File: config.mk
export PLATFORM = sky130hd
export DESIGN_NAME = fp_div_seq
export DESIGN_NICKNAME = d
export VERILOG_FILES = /design/src/rtl/fp_pkg.sv /design/src/rtl/fp_round_unit.sv /design/src/rtl/fp_div_seq.sv
export SDC_FILE = /design/constraint.sdc
export NUM_CORES = 1
export LEC_CHECK = 0
export ABC_AREA = 1
export BUFFER_PORTS_ARGS = -buffer_cell sky130_fd_sc_hd__buf_2
export CORE_ASPECT_RATIO = 1.5
export CORE_UTILIZATION = 46
export DETAILED_ROUTE_END_ITERATION = 7
export GPL_TIMING_DRIVEN = 0
export PLACE_DENSITY = 0.67
export SYNTH_ARGS = -nofsm -noshare
export SYNTH_HDL_FRONTEND = slang
export SYNTH_SLANG_ARGS = --single-unit
File: constraint.sdc
create_clock -name clk -period 4.84 [get_ports clk]
set_input_delay 0.242 -clock clk [delete_from_list [all_inputs] [get_ports clk]]
set_output_delay 0.242 -clock clk [all_outputs]
set_load 0.01 [all_outputs]
File: src/rtl/fp_pkg.sv
// Shared FP32 definitions for the ALU floating-point units: rounding modes,
// operand classes, divider states and special constants.
`default_nettype none

package fp_pkg;

  typedef enum logic [2:0] {
    RM_RNE = 3'b000,
    RM_RTZ = 3'b001,
    RM_RDN = 3'b010,
    RM_RUP = 3'b011,
    RM_RMM = 3'b100
  } rmode_e;

  typedef enum logic [1:0] {
    CLS_ZERO = 2'd0,
    CLS_NORM = 2'd1,
    CLS_INF  = 2'd2,
    CLS_NAN  = 2'd3
  } fp_class_e;

  typedef enum logic [1:0] {
    ST_IDLE  = 2'd0,
    ST_DIV   = 2'd1,
    ST_ROUND = 2'd2,
    ST_DONE  = 2'd3
  } div_state_e;

  typedef struct packed {
    logic ovrf;
    logic udrf;
    logic zer;
    logic inf;
    logic nan;
    logic dz;
  } fp_flags_t;

  localparam logic [31:0] FP_CANON_NAN = 32'h7fc0_0000;
  localparam logic [9:0]  FP_BIAS      = 10'd127;
  localparam logic [7:0]  EXP_MAX      = 8'hff;

  // Subnormals collapse into the zero class.
  function automatic fp_class_e fp_classify(input logic [31:0] v);
    fp_class_e c;
    if (v[30:23] == 8'h00)         c = CLS_ZERO;
    else if (v[30:23] != EXP_MAX)  c = CLS_NORM;
    else if (v[22:0] == 23'd0)     c = CLS_INF;
    else                           c = CLS_NAN;
    return c;
  endfunction

endpackage

`default_nettype wire

File: src/rtl/fp_round_unit.sv
// Combinational FP mantissa rounder: applies the rounding mode to a 24-bit
// mantissa using guard/sticky; carry_o flags a mantissa overflow.
`default_nettype none

module fp_round_unit
  import fp_pkg::*;
(
  input  logic [23:0] mant_i,
  input  logic        guard_i,
  input  logic        sticky_i,
  input  logic        sign_i,
  input  logic [2:0]  r_mode_i,
  output logic [23:0] mant_o,
  output logic        carry_o
);

  logic inc_w;

  always_comb begin
    inc_w = 1'b0;
    case (rmode_e'(r_mode_i))
      RM_RTZ:  inc_w = 1'b0;
      RM_RDN:  inc_w = (guard_i | sticky_i) & sign_i;
      RM_RUP:  inc_w = (guard_i | sticky_i) & ~sign_i;
      RM_RMM:  inc_w = guard_i;
      default: inc_w = guard_i & (sticky_i | mant_i[0]);
    endcase
  end

  assign {carry_o, mant_o} = {1'b0, mant_i} + {24'd0, inc_w};

endmodule

`default_nettype wire

File: src/rtl/fp_div_seq.sv
// Iterative binary32 divider (restoring recurrence) with valid/ready handshake.
// Define FP_DIV_RADIX4_EN to retire two quotient bits per DIV cycle.
`default_nettype none

module fp_div_seq
  import fp_pkg::*;
#(
  parameter int QBITS = 26
) (
  input  logic        clk,
  input  logic        rst,
  input  logic        in_valid,
  output logic        in_ready,
  input  logic [31:0] fp_X,
  input  logic [31:0] fp_Y,
  input  logic [2:0]  r_mode,
  output logic        out_valid,
  input  logic        out_ready,
  output logic [31:0] fp_Z,
  output logic        ovrf,
  output logic        udrf,
  output logic        zer,
  output logic        inf,
  output logic        nan,
  output logic        dz
);

`ifdef FP_DIV_RADIX4_EN
  localparam int STEPS = 2;
`else
  localparam int STEPS = 1;
`endif
  localparam int          DIV_CYCLES = QBITS / STEPS;
  localparam logic [4:0]  LAST_CNT   = 5'(DIV_CYCLES - 1);

  div_state_e        state_q, state_d;
  logic              sign_q;
  logic [2:0]        rmode_q;
  logic signed [9:0] exp_q;
  logic [24:0]       rem_q, rem_d;
  logic [23:0]       div_q;
  logic [QBITS-1:0]  quo_q, quo_d;
  logic [4:0]        cnt_q;
  logic [31:0]       z_q;
  fp_flags_t         flags_q;

  // Operand classification and special-case result
  fp_class_e  cls_x_w, cls_y_w;
  logic       special_w;
  logic [31:0] spec_z_w;
  fp_flags_t  spec_f_w;
  logic       sign_in_w;

  assign cls_x_w   = fp_classify(fp_X);
  assign cls_y_w   = fp_classify(fp_Y);
  assign sign_in_w = fp_X[31] ^ fp_Y[31];

  always_comb begin
    special_w = 1'b1;
    spec_z_w  = 32'd0;
    spec_f_w  = '0;
    if (cls_x_w == CLS_NAN || cls_y_w == CLS_NAN ||
        (cls_x_w == CLS_INF  && cls_y_w == CLS_INF) ||
        (cls_x_w == CLS_ZERO && cls_y_w == CLS_ZERO)) begin
      spec_z_w     = FP_CANON_NAN;
      spec_f_w.nan = 1'b1;
    end else if (cls_x_w == CLS_INF) begin
      spec_z_w     = {sign_in_w, EXP_MAX, 23'd0};
      spec_f_w.inf = 1'b1;
    end else if (cls_y_w == CLS_ZERO) begin
      spec_z_w     = {sign_in_w, EXP_MAX, 23'd0};
      spec_f_w.inf = 1'b1;
      spec_f_w.dz  = 1'b1;
    end else if (cls_x_w == CLS_ZERO || cls_y_w == CLS_INF) begin
      spec_z_w     = {sign_in_w, 31'd0};
      spec_f_w.zer = 1'b1;
    end else begin
      special_w    = 1'b0;
    end
  end

  // Restoring recurrence; rem stays below 2*div so 25 bits never overflow.
  always_comb begin
    rem_d = rem_q;
    quo_d = quo_q;
    for (int k = 0; k < STEPS; k++) begin
      if (rem_d >= {1'b0, div_q}) begin
        rem_d = (rem_d - {1'b0, div_q}) << 1;
        quo_d = {quo_d[QBITS-2:0], 1'b1};
      end else begin
        rem_d = rem_d << 1;
        quo_d = {quo_d[QBITS-2:0], 1'b0};
      end
    end
  end

  // Normalise, round and range-check the finished quotient
  logic              norm_w;
  logic [23:0]       mant_pre_w, mant_rnd_w, mant_fin_w;
  logic              guard_w, sticky_w, carry_w;
  logic signed [9:0] exp_adj_w, exp_fin_w;
  logic [31:0]       rnd_z_w;
  fp_flags_t         rnd_f_w;

  assign norm_w = quo_q[QBITS-1];

  always_comb begin
    if (norm_w) begin
      mant_pre_w = quo_q[QBITS-1 -: 24];
      guard_w    = quo_q[QBITS-25];
      sticky_w   = (|quo_q[QBITS-26:0]) | (rem_q != 25'd0);
      exp_adj_w  = exp_q;
    end else begin
      mant_pre_w = quo_q[QBITS-2 -: 24];
      guard_w    = quo_q[QBITS-26];
      sticky_w   = (QBITS > 26) ? (|quo_q[QBITS-26:0] & ~quo_q[QBITS-26]) | (rem_q != 25'd0)
                                : (rem_q != 25'd0);
      exp_adj_w  = exp_q - 10'sd1;
    end
  end

  fp_round_unit u_round (
    .mant_i   (mant_pre_w),
    .guard_i  (guard_w),
    .sticky_i (sticky_w),
    .sign_i   (sign_q),
    .r_mode_i (rmode_q),
    .mant_o   (mant_rnd_w),
    .carry_o  (carry_w)
  );

  assign mant_fin_w = carry_w ? 24'h800000 : mant_rnd_w;
  assign exp_fin_w  = exp_adj_w + (carry_w ? 10'sd1 : 10'sd0);

  always_comb begin
    rnd_f_w = '0;
    if (exp_fin_w >= 10'sd255) begin
      rnd_z_w      = {sign_q, EXP_MAX, 23'd0};
      rnd_f_w.ovrf = 1'b1;
      rnd_f_w.inf  = 1'b1;
    end else if (exp_fin_w <= 10'sd0) begin
      rnd_z_w      = {sign_q, 31'd0};
      rnd_f_w.udrf = 1'b1;
      rnd_f_w.zer  = 1'b1;
    end else begin
      rnd_z_w      = {sign_q, exp_fin_w[7:0], mant_fin_w[22:0]};
    end
  end

  // FSM: state register
  always_ff @(posedge clk) begin
    if (rst) state_q <= ST_IDLE;
    else     state_q <= state_d;
  end

  // FSM: next state
  always_comb begin
    state_d = state_q;
    case (state_q)
      ST_IDLE:  if (in_valid) state_d = special_w ? ST_DONE : ST_DIV;
      ST_DIV:   if (cnt_q == LAST_CNT) state_d = ST_ROUND;
      ST_ROUND: state_d = ST_DONE;
      ST_DONE:  if (out_ready) state_d = ST_IDLE;
      default:  state_d = ST_IDLE;
    endcase
  end

  // FSM: outputs
  always_comb begin
    in_ready  = (state_q == ST_IDLE);
    out_valid = (state_q == ST_DONE);
  end

  // Datapath registers
  always_ff @(posedge clk) begin
    if (rst) begin
      sign_q  <= 1'b0;
      rmode_q <= 3'd0;
      exp_q   <= '0;
      rem_q   <= '0;
      div_q   <= '0;
      quo_q   <= '0;
      cnt_q   <= '0;
      z_q     <= '0;
      flags_q <= '0;
    end else begin
      case (state_q)
        ST_IDLE: begin
          if (in_valid) begin
            sign_q  <= sign_in_w;
            rmode_q <= r_mode;
            cnt_q   <= '0;
            quo_q   <= '0;
            if (special_w) begin
              z_q     <= spec_z_w;
              flags_q <= spec_f_w;
            end else begin
              rem_q <= {2'b01, fp_X[22:0]};
              div_q <= {1'b1, fp_Y[22:0]};
              exp_q <= $signed({2'b00, fp_X[30:23]}) - $signed({2'b00, fp_Y[30:23]})
                       + $signed(FP_BIAS);
            end
          end
        end
        ST_DIV: begin
          rem_q <= rem_d;
          quo_q <= quo_d;
          cnt_q <= cnt_q + 5'd1;
        end
        ST_ROUND: begin
          z_q     <= rnd_z_w;
          flags_q <= rnd_f_w;
        end
        default: ;
      endcase
    end
  end

  assign fp_Z = z_q;
  assign ovrf = flags_q.ovrf;
  assign udrf = flags_q.udrf;
  assign zer  = flags_q.zer;
  assign inf  = flags_q.inf;
  assign nan  = flags_q.nan;
  assign dz   = flags_q.dz;

endmodule

`default_nettype wire
==> flow_summary.json <==
{
  "htree_num_levels": 4,
  "synth.distinct_cells": 53,
  "grt_usage_pct": 28.31,
  "initial_core_util_pct": 46.88,
  "required_ns": 5.14,
  "slew_headroom_pct": 51.82,
  "path_buf_inv": 4,
  "grt_pass1_wl_um": 45800,
  "path_common_cell": "nand3_1",
  "postSynthAreaPerCell_sq_um": 6.575,
  "fp.dieH_um": 175.6,
  "crit_arrival_ns": 4.88,
  "core_area_sq_um": 19710,
  "clkLatencyLatePin_ns": 0.43,
  "p_leak_uw": 0.004558,
  "grt_max_degree": 20,
  "r2r-start": "rem_q[13]",
  "dp_hpwl_um": 23300,
  "drive_gt1_share_pct": 15.63,
  "synth_warnings": 0,
  "grt.overflow.total": 0,
  "cp-start-kind": "register",
  "clock_path_buffers": 2,
  "drv_cap": 0,
  "async_reset_ff_share_pct": 0,
  "drtIter0Drc": 435,
  "fin_crit_sh_pct": 94.63,
  "worst_clock_skew_ns": 0.007738,
  "io_buffers": 109,
  "vias_per_cell": 5.346,
  "numCtsBuffers": 17,
  "fmax_mhz": 218.3,
  "fin_tns_setup_ns": 0,
  "crit_path_start": "rem_q[13]",
  "synth_edf_count": 0,
  "path_class": "register to register",
  "layout_common_cells": "nand2_1, a21oi_1, inv_1",
  "peakVddDrop_uv": 338.6,
  "min_period_ns": 4.580,
  "vias": 9703,
  "route.detailed.drc": 0,
  "cp_max_fo": 10,
  "status": "completed",
  "p_total_uw": 6704,
  "cts_root_buffer": "clkbuf_16",
  "yosys.area.top_type": "dfxtp_1",
  "grt_pass1_vias": 9371,
  "hp-start": "fp_Y[18]",
  "antenna_found_initial": 1,
  "clkSinkCount": 134,
  "final_cells": 1815,
  "row_count": 63,
  "tightest_slew_ns": 0.7228,
  "clk_pin_slew_ns": 0.06,
  "reg2reg_depth": 27,
  "syn2layout_area_growth_pct": 17.12,
  "finalHoldViolations": 0,
  "dieArea_sq_um": 20660,
  "synth_top_area_share_pct": 29.04,
  "crit_cells": 27,
  "seq_area_frac_synth_pct": 29.04,
  "cp-end-kind": "register",
  "ys_seq_elements": 134,
  "drtAntennaViolNets": 0,
  "cp_slowest_stage_delay_ns": 0.45,
  "tritoncts": "built",
  "place.gp.congestion": 0.9564,
  "power.density_nw_per_um2": 619.7,
  "antenna_cells": 0,
  "final_common_cell": "nand2_1",
  "hold-path-cell-count": 3,
  "min_path_type": "input pin to register",
  "io_pins": 111,
  "syn-num-nets": 1522,
  "synth-main-ff-cell": "dfxtp_1",
  "syn_area_sq_um": 9238,
  "crit_slowest_cell": "nor4_1",
  "path_delay_family": "simple AND/OR/NAND/NOR gates",
  "setup_viol": 0,
  "die_width_um": 117.7,
  "dp_cells": 1774,
  "wl_per_cell_um": 15.83,
  "drv_slew": 0,
  "nNetsFinal": 1659,
  "syn_inst": 1405,
  "wl_um": 28740,
  "dr.pass1.iters": 5,
  "ys_top_cells_by_area": "dfxtp_1, nand2_1, a21oi_1, o21ai_0, ha_1"
}
==> sequential cells by signal (all words and copies together) (netlist names) <==
| register | flops |
|---|---|
| rem_q | 25 |
| rmode_q | 3 |
| nan | 1 |
| inf | 1 |
| cnt_q | 5 |
| udrf | 1 |
| fp_Z | 32 |
| quo_q | 26 |
| div_q | 24 |
| zer | 1 |
| state_q | 2 |
| dz | 1 |
| ovrf | 1 |
| exp_q | 10 |
| sign_q | 1 |
==> layer usage <==
metal	GRT usage [%]	part of all wire (%)	vias to the layer above
met5	0	0.042	-
met1	27.94	37	4385
met2	53.38	52	266
met4	19.23	6.3	2
li1	-	-	4959
met3	5.032	4.8	91
==> worst paths after layout <==
kind,to,slack [ns]
min reg2reg,div_q[18],0.46
min,div_q[18],0.10
max reg2reg,fp_Z[1],0.26
max,fp_Z[1],0.26
==> power by group <==
part	switching [uW]	internal, uW
registers	189	1340
clock network	529	761
logic	2660	1220
==> worst reg2reg max path: stages, from the launching register on <==
cell,delay [ns]
dfxtp_1,0.34
nor4_1,0.45
nand3_1,0.31
nor3_1,0.30
a32oi_1,0.17
ha_2,0.23
ha_1,0.19
inv_1,0.12
nor2_4,0.07
nand3_2,0.09
nor2_4,0.05
nand4_1,0.14
nor4_4,0.06
ha_2,0.20
ha_1,0.33
or2_2,0.28
nor2_1,0.11
nand2_1,0.06
nor2_1,0.10
nand3_1,0.09
nor2_2,0.10
nand2_2,0.06
nand2_2,0.09
inv_2,0.05
buf_6,0.13
buf_6,0.14
nand3_1,0.11
a21oi_1,0.07
==> Yosys cell counts (4+ instances only) <==
cell      number
a21o_1         4
a21oi_1      197
a31oi_1        7
buf_2          8
buf_6          7
clkbuf_1      35
clkinv_1       4
dfxtp_1      134
ha_1          44
inv_1        144
inv_2         12
nand2_1      283
nand2_2       10
nand3_1       66
nand3_2        8
nand4_1       27
nor2_1       120
nor2_2        13
nor2_4         6
nor3_1        32
nor4_1        10
o21ai_0      120
o21ai_1       12
o21ai_2        6
o21bai_1       7
xnor2_1       17
xor2_1        29
==> cells by family (layout without fill, tap and decap cells) <==
| family | after synthesis | after routing | synth area share, % |
|---|---|---|---|
| and+or+nand+nor | 591 | 591 | 28.81 |
| AOI/OAI and AO/OA | 369 | 369 | 21.32 |
| DFF | 134 | 134 | 29.04 |
| adders and majority gates | 46 | 46 | 6.393 |
| buffers and inverters | 219 | 369 | 10.08 |
| xor gates and xnor gates | 46 | 46 | 4.361 |
==> what timing repair did <==
| item | in CTS | in global routing |
|---|---|---|
| pin swaps | 4 | 7 |
| gates resized for setup | 9 | 9 |
| endpoints found under the hold margin | 0 | 0 |
| setup buffers | 1 | 10 |
| hold buffers | 0 | 0 |
| setup endpoints to repair | 32 | 35 |
==> area by class of cell <==
class                           instances  area [sq um]
Clock inverter                         14         152.6
Buffer                                 56         305.3
Inverter                              161         611.8
Tap cell                              260         325.3
Clock buffer                           18         429.2
Sequential cell                       134          2683
Timing Repair Buffer                  120         628.1
Fill cell                            2053          8887
Multi-Input combinational cell       1052          5684
==> metrics by stage <==
step	instance area (sq um)	util, %	worst slack, ns	hold slack (ns)
floorplan	9238	-	0.7410	0.4087
global placement	10110	51.30	-0.2202	0.4515
detailed placement	10110	51.30	-0.3403	0.4524
CTS	10720	54.41	0.05188	0.09771
global route	10820	54.90	-0.008122	0.1087
finish	10820	54.90	0.2600	0.1035
Power figures use the tool's default switching activity.
